--- src/rtl/melody_pkg.sv ---
`default_nettype none
// ============================================================================
// Module : melody_pkg
// Brief  : Shared note codes and sequencer state encoding.
// Rev    : 1.0  initial release
// ============================================================================
package melody_pkg;

    localparam logic [3:0] NOTE_REST = 4'b0000;
    localparam logic [3:0] DO        = 4'b1000;
    localparam logic [3:0] RE        = 4'b1001;
    localparam logic [3:0] MI        = 4'b1010;
    localparam logic [3:0] SOL       = 4'b1100;
    localparam logic [3:0] LA        = 4'b1101;
    localparam logic [3:0] DO_HI     = 4'b1111;

    typedef enum logic [1:0] {
        IDLE   = 2'd0,
        PLAY   = 2'd1,
        PAUSED = 2'd2
    } seq_state_t;

endpackage
`default_nettype wire

--- src/rtl/melody_sequencer.sv ---
`default_nettype none
// ============================================================================
// Module : melody_sequencer
// Brief  : Steps a note table at a programmable tempo and emits note + onset.
// Rev    : 1.0  initial release
// ============================================================================
module melody_sequencer
    import melody_pkg::*;
#(
    parameter int ADDR_W     = 7,
    parameter int NOTE_W     = 4,
    parameter int FIRST_ADDR = 1,
    parameter int LAST_ADDR  = 63,
    parameter int TICK_W     = 24
) (
    input  logic              clk,
    input  logic              rst,
    input  logic              start,
    input  logic              stop,
    input  logic              pause,
    input  logic              loop_en,
    input  logic [TICK_W-1:0] step_len,
    output logic [ADDR_W-1:0] rom_addr,
    input  logic [NOTE_W-1:0] rom_data,
    output logic [NOTE_W-1:0] note,
    output logic              note_valid,
    output logic              note_start,
    output logic              busy,
    output logic              done
);

    localparam logic [1:0]        c_st_idle   = IDLE;
    localparam logic [1:0]        c_st_play   = PLAY;
    localparam logic [1:0]        c_st_paused = PAUSED;
    localparam logic [ADDR_W-1:0] c_first     = ADDR_W'(FIRST_ADDR);
    localparam logic [ADDR_W-1:0] c_last      = ADDR_W'(LAST_ADDR);
    localparam logic [TICK_W-1:0] c_one       = TICK_W'(1);

    logic [1:0]        r_state;
    logic [ADDR_W-1:0] r_addr;
    logic [TICK_W-1:0] r_cnt;
    logic [TICK_W-1:0] r_step_len;
    logic [NOTE_W-1:0] r_prev;
    logic [NOTE_W-1:0] r_note;
    logic              r_note_start;
    logic              r_done;

    logic              w_run;
    logic              w_cnt_zero;
    logic              w_cnt_last;
    logic              w_addr_last;
    logic              w_onset;
    logic [TICK_W-1:0] w_step_len_q;

    // Playback advances only in cycles where pause is low, so PLAY and
    // PAUSED freeze and resume on exactly the cycles pause changes.
    assign w_run        = (r_state != c_st_idle) && !pause;
    assign w_cnt_zero   = (r_cnt == '0);
    assign w_cnt_last   = (r_cnt == (r_step_len - c_one));
    assign w_addr_last  = (r_addr == c_last);
    assign w_onset      = w_cnt_zero && (rom_data != '0) && (rom_data != r_prev);
    assign w_step_len_q = (step_len == '0) ? c_one : step_len;

    always_ff @(posedge clk) begin
        if (rst) begin
            r_state      <= c_st_idle;
            r_addr       <= c_first;
            r_cnt        <= '0;
            r_step_len   <= c_one;
            r_prev       <= '0;
            r_note       <= '0;
            r_note_start <= 1'b0;
            r_done       <= 1'b0;
        end else if (stop) begin
            r_state      <= c_st_idle;
            r_addr       <= c_first;
            r_cnt        <= '0;
            r_note       <= '0;
            r_note_start <= 1'b0;
            r_done       <= 1'b0;
        end else if (start) begin
            r_state      <= c_st_play;
            r_addr       <= c_first;
            r_cnt        <= '0;
            r_step_len   <= w_step_len_q;
            r_prev       <= '0;
            r_note       <= '0;
            r_note_start <= 1'b0;
            r_done       <= 1'b0;
        end else begin
            r_note       <= '0;
            r_note_start <= 1'b0;
            r_done       <= 1'b0;
            if (r_state != c_st_idle) begin
                r_state <= pause ? c_st_paused : c_st_play;
            end
            if (w_run) begin
                r_note       <= rom_data;
                r_note_start <= w_onset;
                if (w_cnt_zero) begin
                    r_prev <= rom_data;
                end
                if (w_cnt_last) begin
                    r_cnt <= '0;
                    if (w_addr_last) begin
                        r_addr <= c_first;
                        // Clearing prev after the last step lets a looped
                        // first note re-trigger even if it equals the last.
                        if (loop_en) begin
                            r_prev <= '0;
                        end else begin
                            r_state <= c_st_idle;
                            r_done  <= 1'b1;
                        end
                    end else begin
                        r_addr <= r_addr + ADDR_W'(1);
                    end
                end else begin
                    r_cnt <= r_cnt + c_one;
                end
            end
        end
    end

    assign rom_addr   = r_addr;
    assign note       = r_note;
    assign note_valid = (r_note != '0);
    assign note_start = r_note_start;
    assign busy       = (r_state != c_st_idle);
    assign done       = r_done;

endmodule
`default_nettype wire

--- config.mk ---
export PLATFORM = sky130hd
export DESIGN_NAME = melody_sequencer
export DESIGN_NICKNAME = d
export VERILOG_FILES = /design/src/rtl/melody_pkg.sv /design/src/rtl/melody_sequencer.sv
export SDC_FILE = /design/constraint.sdc
export NUM_CORES = 1
export LEC_CHECK = 0
export BUFFER_PORTS_ARGS = -buffer_cell sky130_fd_sc_hd__buf_2
export CAP_MARGIN = 20
export CORE_MARGIN = 5
export CORE_UTILIZATION = 31
export DETAILED_ROUTE_END_ITERATION = 12
export PLACE_DENSITY = 0.57
export SLEW_MARGIN = 20
export SYNTH_ARGS = -nofsm -noshare
export SYNTH_HDL_FRONTEND = slang
export SYNTH_SLANG_ARGS = --single-unit
--- constraint.sdc ---
create_clock -name clk -period 3.4 [get_ports clk]
set_input_delay 0.68 -clock clk [delete_from_list [all_inputs] [get_ports clk]]
set_output_delay 0.68 -clock clk [all_outputs]
set_load 0.01 [all_outputs]
==> summary.md <==
| Metric | Value |
|---|---|
| Outcome | completed |
| I/O pins | 49 |
| Core area | 12500 um^2 |
| Clock slew at reported path FFs | approximately 0.050 ns |
| Post-synth EDFFs | 0 |
| Quantity of gates resized following cts | 0 |
| Area growth syn-to-layout | 18.8% |
| Area after DPL | 4320 um^2 |
| Total GRT Usage | approximately 15% |
| Cell Area, Synth | 3900 um^2 |
| Yosys top cell by area | dfxtp_1 |
| Clock tree sinks | 67 |
| Setup TNS Final | 0 ns |
| Diodes inserted | 0 |
| Max Root-Sink Buffers | 2 |
| Top FF cell, synth | dfxtp_1 |
| CP arrival | around 3.4 ns |
| Synth warn | 0 |
| Syn_area_per_cell | 7.81 um^2 |
| Vias in the first global route | between 3000 and 4000 |
| FFs w/ async S/R, synth | 0% |
| Vias | 3728 |
| Total Wirelength | 11000 um |
| Startpoint Class | register |
| Pre-antenna DRT Iters | 5 |
| Final cycle utilization of the critical path | 92.6% |
| GRT overflow | 0 |
| Global placement routability congestion | 0.915 |
| CTS H-tree lvls | 3 |
| Lkg Pwr | 0.00174 uW |
| Post-route ant nets | 0 |
| Initial Util | 31.3% |
| Final worst path period need | 3.15 ns |
| TritonCTS Buffers | 9 |
| Path category of the worst min-delay check | register to register |
| Worst setup EP type | register |
| CTS Hold Bufs | 0 |
| Mean routed wirelength per cell | 15.3 um |
| CP cell instances | or4_4 -> o41ai_1 -> buf_4 -> o32ai_1 -> nor4_1 -> nand4_1 -> or4_1 -> a31oi_1 -> o21ai_1 |
| Count leader, synth | nand2_1 |
| Fin. Hold Viols | 0 |
| F_max | about 0.32 GHz |
| Die width | 122 um |
| Share of cells above drive strength 1 | 16.8% |
| Crit path largest cell delay | between 0.6 and 0.7 ns |
| Antenna violations before repair | 0 |
| Site Rows | 41 |
| Fin Clk Skew | 0.00762 ns |
| Hpwl dp | ~8500 um |
| Die Footprint | 14900 um^2 |
| First-pass GRT wire length | 17800 um |
| Via density | 5.18 |
| Max FO, Critical Path | 7 |
| Worst Path Required | 3.61 ns |
| Largest cells by area after synthesis | dfxtp_1 (34%), xor2_1 (6.7%), nand2_1 (6.5%) |
| Pwr/cell area | 441 nW/um^2 |
| Cell family with most CP delay | simple AND/OR/NAND/NOR gates |
| Max_slew headroom | 35.3% |
| Netlist cell types | 58 |
| Post-route cell area | 4630 um^2 |
| Clock network latency to the later pin of the worst-skew pair | 0.33 ns |
| Post-synthesis sequential area ratio | 34.4% |
| Port buffer count | 48 |
| Unrepaired setup endpoints after global routing | false |
| Highest-delay cell along the critical path | or4_1 |
| Crit path buffers/inverters | 1 |
| Fin. max-slew vios | 0 |
| Max_cap viols | 0 |
| Maximum VDD drop | 0.272 mV |
| Setup CP Type | register to register |
| Synth Instances | 499 |
| Largest net degree at the start of global routing | 30 |
| Post-CTS Setup Bufs | 0 |
| Commonest cells in the synthesized netlist | nand2_1 (68), dfxtp_1 (67), nor2_1 (47) |
| Final core occ | 37.2% |
| DR DRC count | 0 |
| Die Ht | around 120 um |
| Yosys reg bits | 67 |
| Final setup fails | 0 |
| Post-synth net total | roughly 540 |
| Post-layout nets | 580 |
| Top cell type's share of synthesized area | about a third |
| CTS tree | yes |
| Worst-Margin Slew | 0.971 ns |
| Root buffer cell | clkbuf_16 |
| Initial DRC count | about 240 |
==> registers in the layout, indices dropped and copies added, names as in the netlist <==
name / count
r_cnt: 24
note: 4
done: 1
r_prev: 4
note_start: 1
r_step_len: 24
r_state: 2
rom_addr: 7
==> power by group <==
group | switching [uW] | total [uW] | internal [uW]
registers | 23.6 | 824 | 800
clock network | 339 | 978 | 639
logic | 141 | 239 | 98.5
==> per-layer routing <==
layer	GRT usage, %	vias up	share of wire [%]
li1	-	1872	-
met4	5.46	0	1.9
met2	24.2	79	47
met1	20.5	1763	47
met5	0	-	0
met3	3.11	14	3.7
==> through the flow <==
step                setup slack [ns]  hold slack [ns]  power [uW]  instances
finish                         0.251            0.481        2040        719
detailed placement             0.191            0.474        1080        703
global route                  0.0208            0.496        2130        719
floorplan                      0.480            0.449         997        499
CTS                            0.159            0.482        2060        719
global placement               0.167            0.466        1070        703
==> path summary, 6_finish.rpt <==
path | slack (ns) | cells after the start | to | startpoint
max | 0.25 | 9 | r_prev[1]$_SDFFE_PP0P_ | r_step_len[6]$_SDFFE_PP0P_
min | 0.48 | 1 | rom_addr[6]$_SDFFE_PP0P_ | rom_addr[6]$_SDFFE_PP0P_
max reg2reg | 0.25 | 9 | r_prev[1]$_SDFFE_PP0P_ | r_step_len[6]$_SDFFE_PP0P_
min reg2reg | 0.48 | 1 | rom_addr[6]$_SDFFE_PP0P_ | rom_addr[6]$_SDFFE_PP0P_
==> layout by cell type (no fill, tap or decap), types with 3 or more instances in the layout <==
cell and count:
ha_1 4, dfxtp_1 67, nand2_1 68, o31ai_1 4
or4_4 3, nor2_1 47, nor2b_1 4, nand2b_1 5
or4_1 5, or3_1 4, o21ai_0 11, nor4_1 19
inv_1 17, nor3_1 14, o21ai_1 4, nand4_1 15
a21oi_1 33, xor2_1 30, and2_1 5, and3_1 9
or2_2 4, nand3_1 22, and4_1 5, clkbuf_16 9
a31oi_1 6, buf_2 48, buf_4 10, nor4_2 5
xnor2_1 24, nand4b_1 3
==> cell type report <==
cell class,instances,area (um^2)
fill,1288,7830
multi-input combinational,388,2370
sequential,67,1340
timing repair buffer,59,335
clock buffer,11,233
tap,172,215
clock inverter,5,77.6
inverter,17,63.8
==> worst reg2reg max path: stages (launching register included) <==
cell	delay, ns
dfxtp_1	0.40
or4_4	0.62
o41ai_1	0.43
buf_4	0.20
o32ai_1	0.07
nor4_1	0.23
nand4_1	0.16
or4_1	0.63
a31oi_1	0.21
o21ai_1	0.08
==> cell families after synthesis <==
| kind of cell | synth area share (%) |
|---|---|
| XOR/XNOR | 12.1 |
| AND/OR/NAND/NOR | 33.0 |
| flip-flops | 34.4 |
| AO/OA/AOI/OAI | 13.7 |
| adder cells (fa/ha/maj) | 1.28 |
| buffers and inverters | 4.97 |
| multiplexers | 0.546 |
Note: power is estimated with default switching activity, not from simulation.
